===== src/rtl/regfile_wb_arbiter.sv =====
// Two-requester writeback arbiter for the register-file write port, with a RAW scoreboard.
// Optional macro WB_FIXED_PRIO_EN: req1 wins every contended cycle instead of round-robin.
module regfile_wb_arbiter #(
  parameter int XLEN = 32,
  parameter int NREG = 32,
  localparam int IW  = $clog2(NREG)
) (
  input  logic            clk,
  input  logic            rst_n,
  input  logic            req0_valid,
  input  logic [IW-1:0]   req0_rd,
  input  logic [XLEN-1:0] req0_data,
  output logic            req0_ready,
  input  logic            req1_valid,
  input  logic [IW-1:0]   req1_rd,
  input  logic [XLEN-1:0] req1_data,
  output logic            req1_ready,
  input  logic            mark_valid,
  input  logic [IW-1:0]   mark_rd,
  input  logic [IW-1:0]   query_ra,
  input  logic [IW-1:0]   query_rb,
  output logic            busy_a,
  output logic            busy_b,
  output logic            wb_we,
  output logic [IW-1:0]   wb_rw,
  output logic [XLEN-1:0] wb_busw,
  output logic [NREG-1:0] pending
);

  localparam logic [IW-1:0] RD_ZERO = {IW{1'b0}};

  logic            grant0_s;
  logic            grant1_s;
  logic            xfer_s;
  logic [IW-1:0]   sel_rd_s;
  logic [XLEN-1:0] sel_data_s;

  logic            wb_we_q,   wb_we_d;
  logic [IW-1:0]   wb_rw_q,   wb_rw_d;
  logic [XLEN-1:0] wb_busw_q, wb_busw_d;
  logic [NREG-1:0] pending_q, pending_d;
`ifndef WB_FIXED_PRIO_EN
  logic            last_grant_q, last_grant_d;  // 1: req1 was granted last
`endif

  // Grant selection: single valid wins outright; contention resolved by policy
  always_comb begin
    grant0_s = 1'b0;
    grant1_s = 1'b0;
    case ({req1_valid, req0_valid})
      2'b01: grant0_s = 1'b1;
      2'b10: grant1_s = 1'b1;
      2'b11: begin
`ifdef WB_FIXED_PRIO_EN
        grant1_s = 1'b1;
`else
        if (last_grant_q) begin
          grant0_s = 1'b1;
        end else begin
          grant1_s = 1'b1;
        end
`endif
      end
      default: begin
        grant0_s = 1'b0;
        grant1_s = 1'b0;
      end
    endcase
  end

  assign xfer_s     = grant0_s | grant1_s;
  assign sel_rd_s   = grant1_s ? req1_rd   : req0_rd;
  assign sel_data_s = grant1_s ? req1_data : req0_data;

  // Next-state for the writeback stage, arbitration history and scoreboard
  always_comb begin
    wb_we_d = xfer_s && (sel_rd_s != RD_ZERO);
    if (wb_we_d) begin
      wb_rw_d   = sel_rd_s;
      wb_busw_d = sel_data_s;
    end else begin
      wb_rw_d   = wb_rw_q;
      wb_busw_d = wb_busw_q;
    end
`ifndef WB_FIXED_PRIO_EN
    if (xfer_s) begin
      last_grant_d = grant1_s;
    end else begin
      last_grant_d = last_grant_q;
    end
`endif
    // Clear first so a same-edge reservation of the same register survives
    pending_d = pending_q;
    if (wb_we_q) begin
      pending_d[wb_rw_q] = 1'b0;
    end else begin
      pending_d = pending_q;
    end
    if (mark_valid && (mark_rd != RD_ZERO)) begin
      pending_d[mark_rd] = 1'b1;
    end else begin
      pending_d = pending_d;
    end
  end

  // State registers
  always_ff @(posedge clk or negedge rst_n) begin
    if (!rst_n) begin
      wb_we_q      <= 1'b0;
      wb_rw_q      <= RD_ZERO;
      wb_busw_q    <= {XLEN{1'b0}};
      pending_q    <= {NREG{1'b0}};
`ifndef WB_FIXED_PRIO_EN
      last_grant_q <= 1'b1;
`endif
    end else begin
      wb_we_q      <= wb_we_d;
      wb_rw_q      <= wb_rw_d;
      wb_busw_q    <= wb_busw_d;
      pending_q    <= pending_d;
`ifndef WB_FIXED_PRIO_EN
      last_grant_q <= last_grant_d;
`endif
    end
  end

  assign req0_ready = grant0_s;
  assign req1_ready = grant1_s;
  assign busy_a     = (query_ra != RD_ZERO) && pending_q[query_ra];
  assign busy_b     = (query_rb != RD_ZERO) && pending_q[query_rb];
  assign wb_we      = wb_we_q;
  assign wb_rw      = wb_rw_q;
  assign wb_busw    = wb_busw_q;
  assign pending    = pending_q;

endmodule


===== config.mk =====
export PLATFORM = sky130hd
export DESIGN_NAME = regfile_wb_arbiter
export DESIGN_NICKNAME = d
export VERILOG_FILES = /design/src/rtl/regfile_wb_arbiter.sv
export SDC_FILE = /design/constraint.sdc
export NUM_CORES = 1
export LEC_CHECK = 0
export ABC_AREA = 1
export CAP_MARGIN = 40
export CORE_MARGIN = 2
export CORE_UTILIZATION = 44
export DETAILED_ROUTE_END_ITERATION = 16
export PLACE_DENSITY = 0.87
export SETUP_SLACK_MARGIN = 0.15
export SYNTH_ARGS = -nofsm -noshare
export SYNTH_HDL_FRONTEND = slang
export SYNTH_SLANG_ARGS = --single-unit

===== constraint.sdc =====
create_clock -name clk -period 2.3 [get_ports clk]
set_input_delay 0.345 -clock clk [delete_from_list [all_inputs] [get_ports clk]]
set_output_delay 0.345 -clock clk [all_outputs]
set_load 0.005 [all_outputs]

After elaboration in Yosys (flattened, before gate mapping)

Index checks and enable logic that the tools add are counted.

Bits in registers: 71
Latch bits: 0
RAM bits: 0
Memory bits (read-only): 0
Output and inout bits: 74
Logic and storage cells: 44
Memories: 0

$add $sub $neg: 0
Multiply operators: 0
Divide/modulo/power cells: 0
Magnitude comparators: 6
Equality and inequality tests: 3
Shift operators: 0
Mux-type cells: 16
Bitwise logic cells: 4
Reductions and logical operators: 10

Operators by type and width:

| kind                                                        | count |
|---|---|
| 2-to-1 mux 32 bit                                           | 3 |
| bitwise AND 32 bit                                          | 1 |
| inverter 32 bit                                             | 1 |
| OR 32 bit                                                   | 1 |
| less-than comparator 5 x 6 -> 1 bit (second input constant) | 4 |
| nonzero test 5 bit                                          | 4 |
| binary-select mux 1 bit (select 5 bit)                      | 2 |
| demux 1 bit (select 5 bit)                                  | 2 |
| >= comparator 5 x 1 -> 1 bit (second input constant)        | 2 |
| logical AND 1 bit                                           | 6 |
| 2-to-1 mux 1 bit                                            | 6 |
| 2-to-1 mux 5 bit                                            | 1 |
| equality test 2 bit (second input constant)                 | 2 |
| one-hot mux 1 bit (2 select lines)                          | 2 |
| equality test 2 x 1 -> 1 bit (second input constant)        | 1 |
| OR 1 bit                                                    | 1 |

Depth between registers and ports, before layout

Gate-level depths: netlist of run 1.

Depth after elaboration: 9
Depth in mapped cells: 13
Gate-level depth less buffers: 10

Least setup slack after synthesis of run 1

Ideal clock, no wire load.

Path type: input port to output port
Start point: in query_ra[0]
End point: out busy_a
Arrival time: 1,333 ps
Required time: 1,955 ps
Slack: 622 ps
Stages: 12
Cells stage by stage: buf_2 > clkinv_1 > clkbuf_1 > nand2_1 > nand3_1 > nand2_1 > nand2_1 > nand2_1 > inv_1 > nand2_1 > nand2_1 > nand2_1

Longest elaborated chain between the ends: 3
Elaborated cells on any way between the ends: 4

RTL lines:

| element                                | RTL line | source |
|---|---|---|
| start, declared                        | 20       | `input logic [IW-1:0] query_ra,` |
| binary-select mux 1 bit (select 5 bit) | 129      | `assign busy_a = (query_ra != RD_ZERO) && pending_q[query_ra];` |
| 2-to-1 mux 1 bit (implied by the code) | 129      |  |
| logical AND 1 bit (*)                  | 129      |  |
| end, declared                          | 22       | `output logic busy_a,` |

Mark *: on every way between the ends. The rest lies on a longest branch, timed or not. The select of a mux whose other input is x is not followed.

Worst setup path after layout of run 1

Start point: in query_ra[2]
End point: out busy_a

Same word-level chain as after synthesis.

==> out/results.tsv, run 1 <==
metric	value	unit
status	finished, final reports clean	
synth.area.top_cells	dfrtp_1 (43%), nand2_1 (26%), nand3_1 (12%), o21ai_0 (7.7%), inv_1 (4.9%)	
synth-async-reset-ratio	100	%
clock_skew	0.00810	ns
htree_levels	3	
area_growth	53.9	%
crit_required	1.96	ns
insertion_delay	0.34	ns
crit_fanout	3	
cts_tree	built	
synth_seq_cells	71	
via_count	4820	
clk_pin_slew	0.08	ns
finalCriticalPeriod	2.14	ns
rsz0062_at_grt	yes	
fillers	730	
seq_area_frac_synth	43.1	%
ir_drop	0.403	mV
antenna_found_initial	0	
die_area	10200	um^2
cap_violations	0	
place_area	6040	um^2
core-area	9150	um^2
critPathMaxStageDelay	0.51	ns
start_kind	input pin	
clock_path_buffers	2	
seq_area	1780	um^2
drtAntennaViolNets	0	
worstSetupPathType	in -> out	
dp_hpwl	10700	um
grt_max_degree	41	
p_leak	3.19	nW
grt_pass1_vias	4671	
syn_nets	715	
drc_errors	0	
synth.distinct_cells	20	
worstMarginPinSlew	0.763	ns
cts_made_buffers	9	
antenna_cells	0	
crit_arrival	1.79	ns
initial_utilization	45.0	%
finalNetCount	894	
synthFlopType	dfrtp_1	
synth_top_area_cell	dfrtp_1	
finalHoldViolations	0	
worst-path-buf-inv	4	
slew_violations	0	
firstDrtPassIters	5	
io_pins	168	
wirelength	13700	um
grt_overflow	0	
ys_warn_count	0	
cpLargestDelayFamily	buffers and inverters	
critPathMostFrequentCell	nand2_1	
row_count	35	
synth_area	4120	um^2
wl_per_cell	14.9	um
gp_congestion	0.920	
netlist_top_cells_count	nand2_1 (280), nand3_1 (102), dfrtp_1 (70)	
synth_edf_count	0	
netlist.area_leader.share	42.5	%
die_y	101	um
slew_headroom	49.1	%
final_layout_size_suffix_gt1_share	7.20	%
min_period_over_period	92.9	%
multiInputGateArea	2000	um^2
synth_cells	621	
hold_buffers	0	
max_freq	0.468	GHz
port_buffers	167	
post-synth-top-count-cell	nand2_1	
hold_class	in -> async	
grt_pass1_wl	22000	um
critPathSlowestCell	clkdlybuf4s50_1	
crit_chain	clkdlybuf4s50_1 -> inv_1 -> nor2_1 -> nand2_1 -> nand2_1 -> inv_2 -> nand2_1 -> nand2_1 -> nand2_1 -> dlygate4sd2_1	
cp-end-kind	output pin	
vias_per_cell	5.26	
cts_sinks	71	
drt-initial-drc-count	258	
grtUsageTotal	27.5	%
finalPower	5.29	mW
fp.dieW	101	um
setup_viol	0	
powerDensity	834	nW/um^2
syn_avg_cell_area	6.64	um^2
clockRootBuffer	clkbuf_8	
design_area	6340	um^2
## metal layers
layer  share of wire, %  track usage, %
met1                 39            33.5
met2                 50            47.4
met3                8.1            4.99
met4                2.8            12.4
met5                  0               0
## layout make-up
cell class | instances | share of cell area [%]
clock buffer | 9 | 1.95
clock inverter | 7 | 1.91
inverter | 59 | 3.59
multi-input combinational | 465 | 31.5
sequential | 71 | 28.0
tap | 111 | 2.19
timing repair buffer | 194 | 30.8
## report_power, final
part	switching [mW]	internal, mW	leakage [nW]
Clock	0.479	0.724	0.123
Combinational	0.970	1.15	2.23
Sequential	0.356	1.61	0.835
## path summary, 6_finish.rpt
| path | startpoint | to | slack, ns | depth (start not counted) |
|---|---|---|---|---|
| min in group clk | wb_busw[31]$_DFFE_PN0P_ | wb_busw[31]$_DFFE_PN0P_ | 0.48 | 2 |
| setup reg to reg | last_grant_q$_DFFE_PN1P_ | wb_busw[5]$_DFFE_PN0P_ | 0.33 | 12 |
| hold / removal | rst_n | wb_busw[16]$_DFFE_PN0P_ | 0.06 | 1 |
| hold reg to reg | wb_busw[31]$_DFFE_PN0P_ | wb_busw[31]$_DFFE_PN0P_ | 0.48 | 2 |
| max in group asynchronous | rst_n | pending[25]$_DFF_PN0_ | 1.56 | 2 |
| setup / recovery | query_ra[2] | busy_a | 0.16 | 10 |
## worst reg2reg max path: stages (launching register included)
cell and delay (ns):
dfstp_2 0.55, nand2_2 0.09, nand2_4 0.12, buf_12 0.11, buf_12 0.13, nand2_1 0.07
nand2_1 0.13, nor2_2 0.06, nand2_4 0.13, nand2_2 0.16, buf_12 0.20, nand2_1 0.06
nand2_1 0.05
## state kept, by name, summed over array words and instances, names as in the netlist
signal and flops:
last_grant_q 1, wb_rw 5, wb_busw 32, wb_we 1, pending 32
## logic make-up after synthesis
family                 after synthesis  share of synthesized area, %
buffers and inverters               85                          8.59
AO/OA/AOI/OAI                       65                          7.95
AND/OR/NAND/NOR                    400                          40.3
flip-flops                          71                          43.1
## layout by cell type (no fill, tap or decap)
cell type / count
clkbuf_8: 9
clkinv_1: 1
buf_4: 15
nand2_4: 2
inv_2: 3
buf_12: 6
nor3_1: 1
clkinv_2: 2
nand2_2: 2
nor2_2: 2
a31oi_1: 2
bufinv_16: 3
dlygate4sd2_1: 5
or2_2: 1
o21ai_0: 62
buf_2: 2
nor2_1: 8
nand3b_1: 3
buf_6: 5
clkdlybuf4s50_1: 160
dfrtp_1: 70
nand3_1: 102
inv_4: 2
o21ai_1: 1
dlymetal6s2s_1: 1
clkinv_4: 3
dfstp_2: 1
inv_1: 52
nand2_1: 279
## what timing repair did
action	in CTS	in global routing
setup buffers	0	1
endpoints found under the setup margin	3	4
gates resized for setup	13	8
pin swaps	1	1
gates cloned	0	1
## through the flow
step | instances | setup TNS (ns) | hold slack [ns] | setup slack, ns | utilization (%)
finish | 916 | 0 | 0.0585 | 0.164 | 69.3
global route | 916 | 0 | 0.119 | 0.0646 | 69.3
CTS | 914 | 0 | 0.0705 | 0.113 | 68.9
detailed placement | 898 | -0.355 | 0.439 | -0.193 | 66.0
global placement | 898 | -0.300 | 0.434 | -0.166 | 66.0
floorplan | 621 | 0 | 0.0494 | 0.622 | -
Note: power is estimated with default switching activity, not from simulation.
==> inputs of run 2 (changes only) <==
- SKIP_LAST_GASP: not set -> 1
==> results of run 2 <==
Final layout, timing and power as in run 1 (identical DEF).
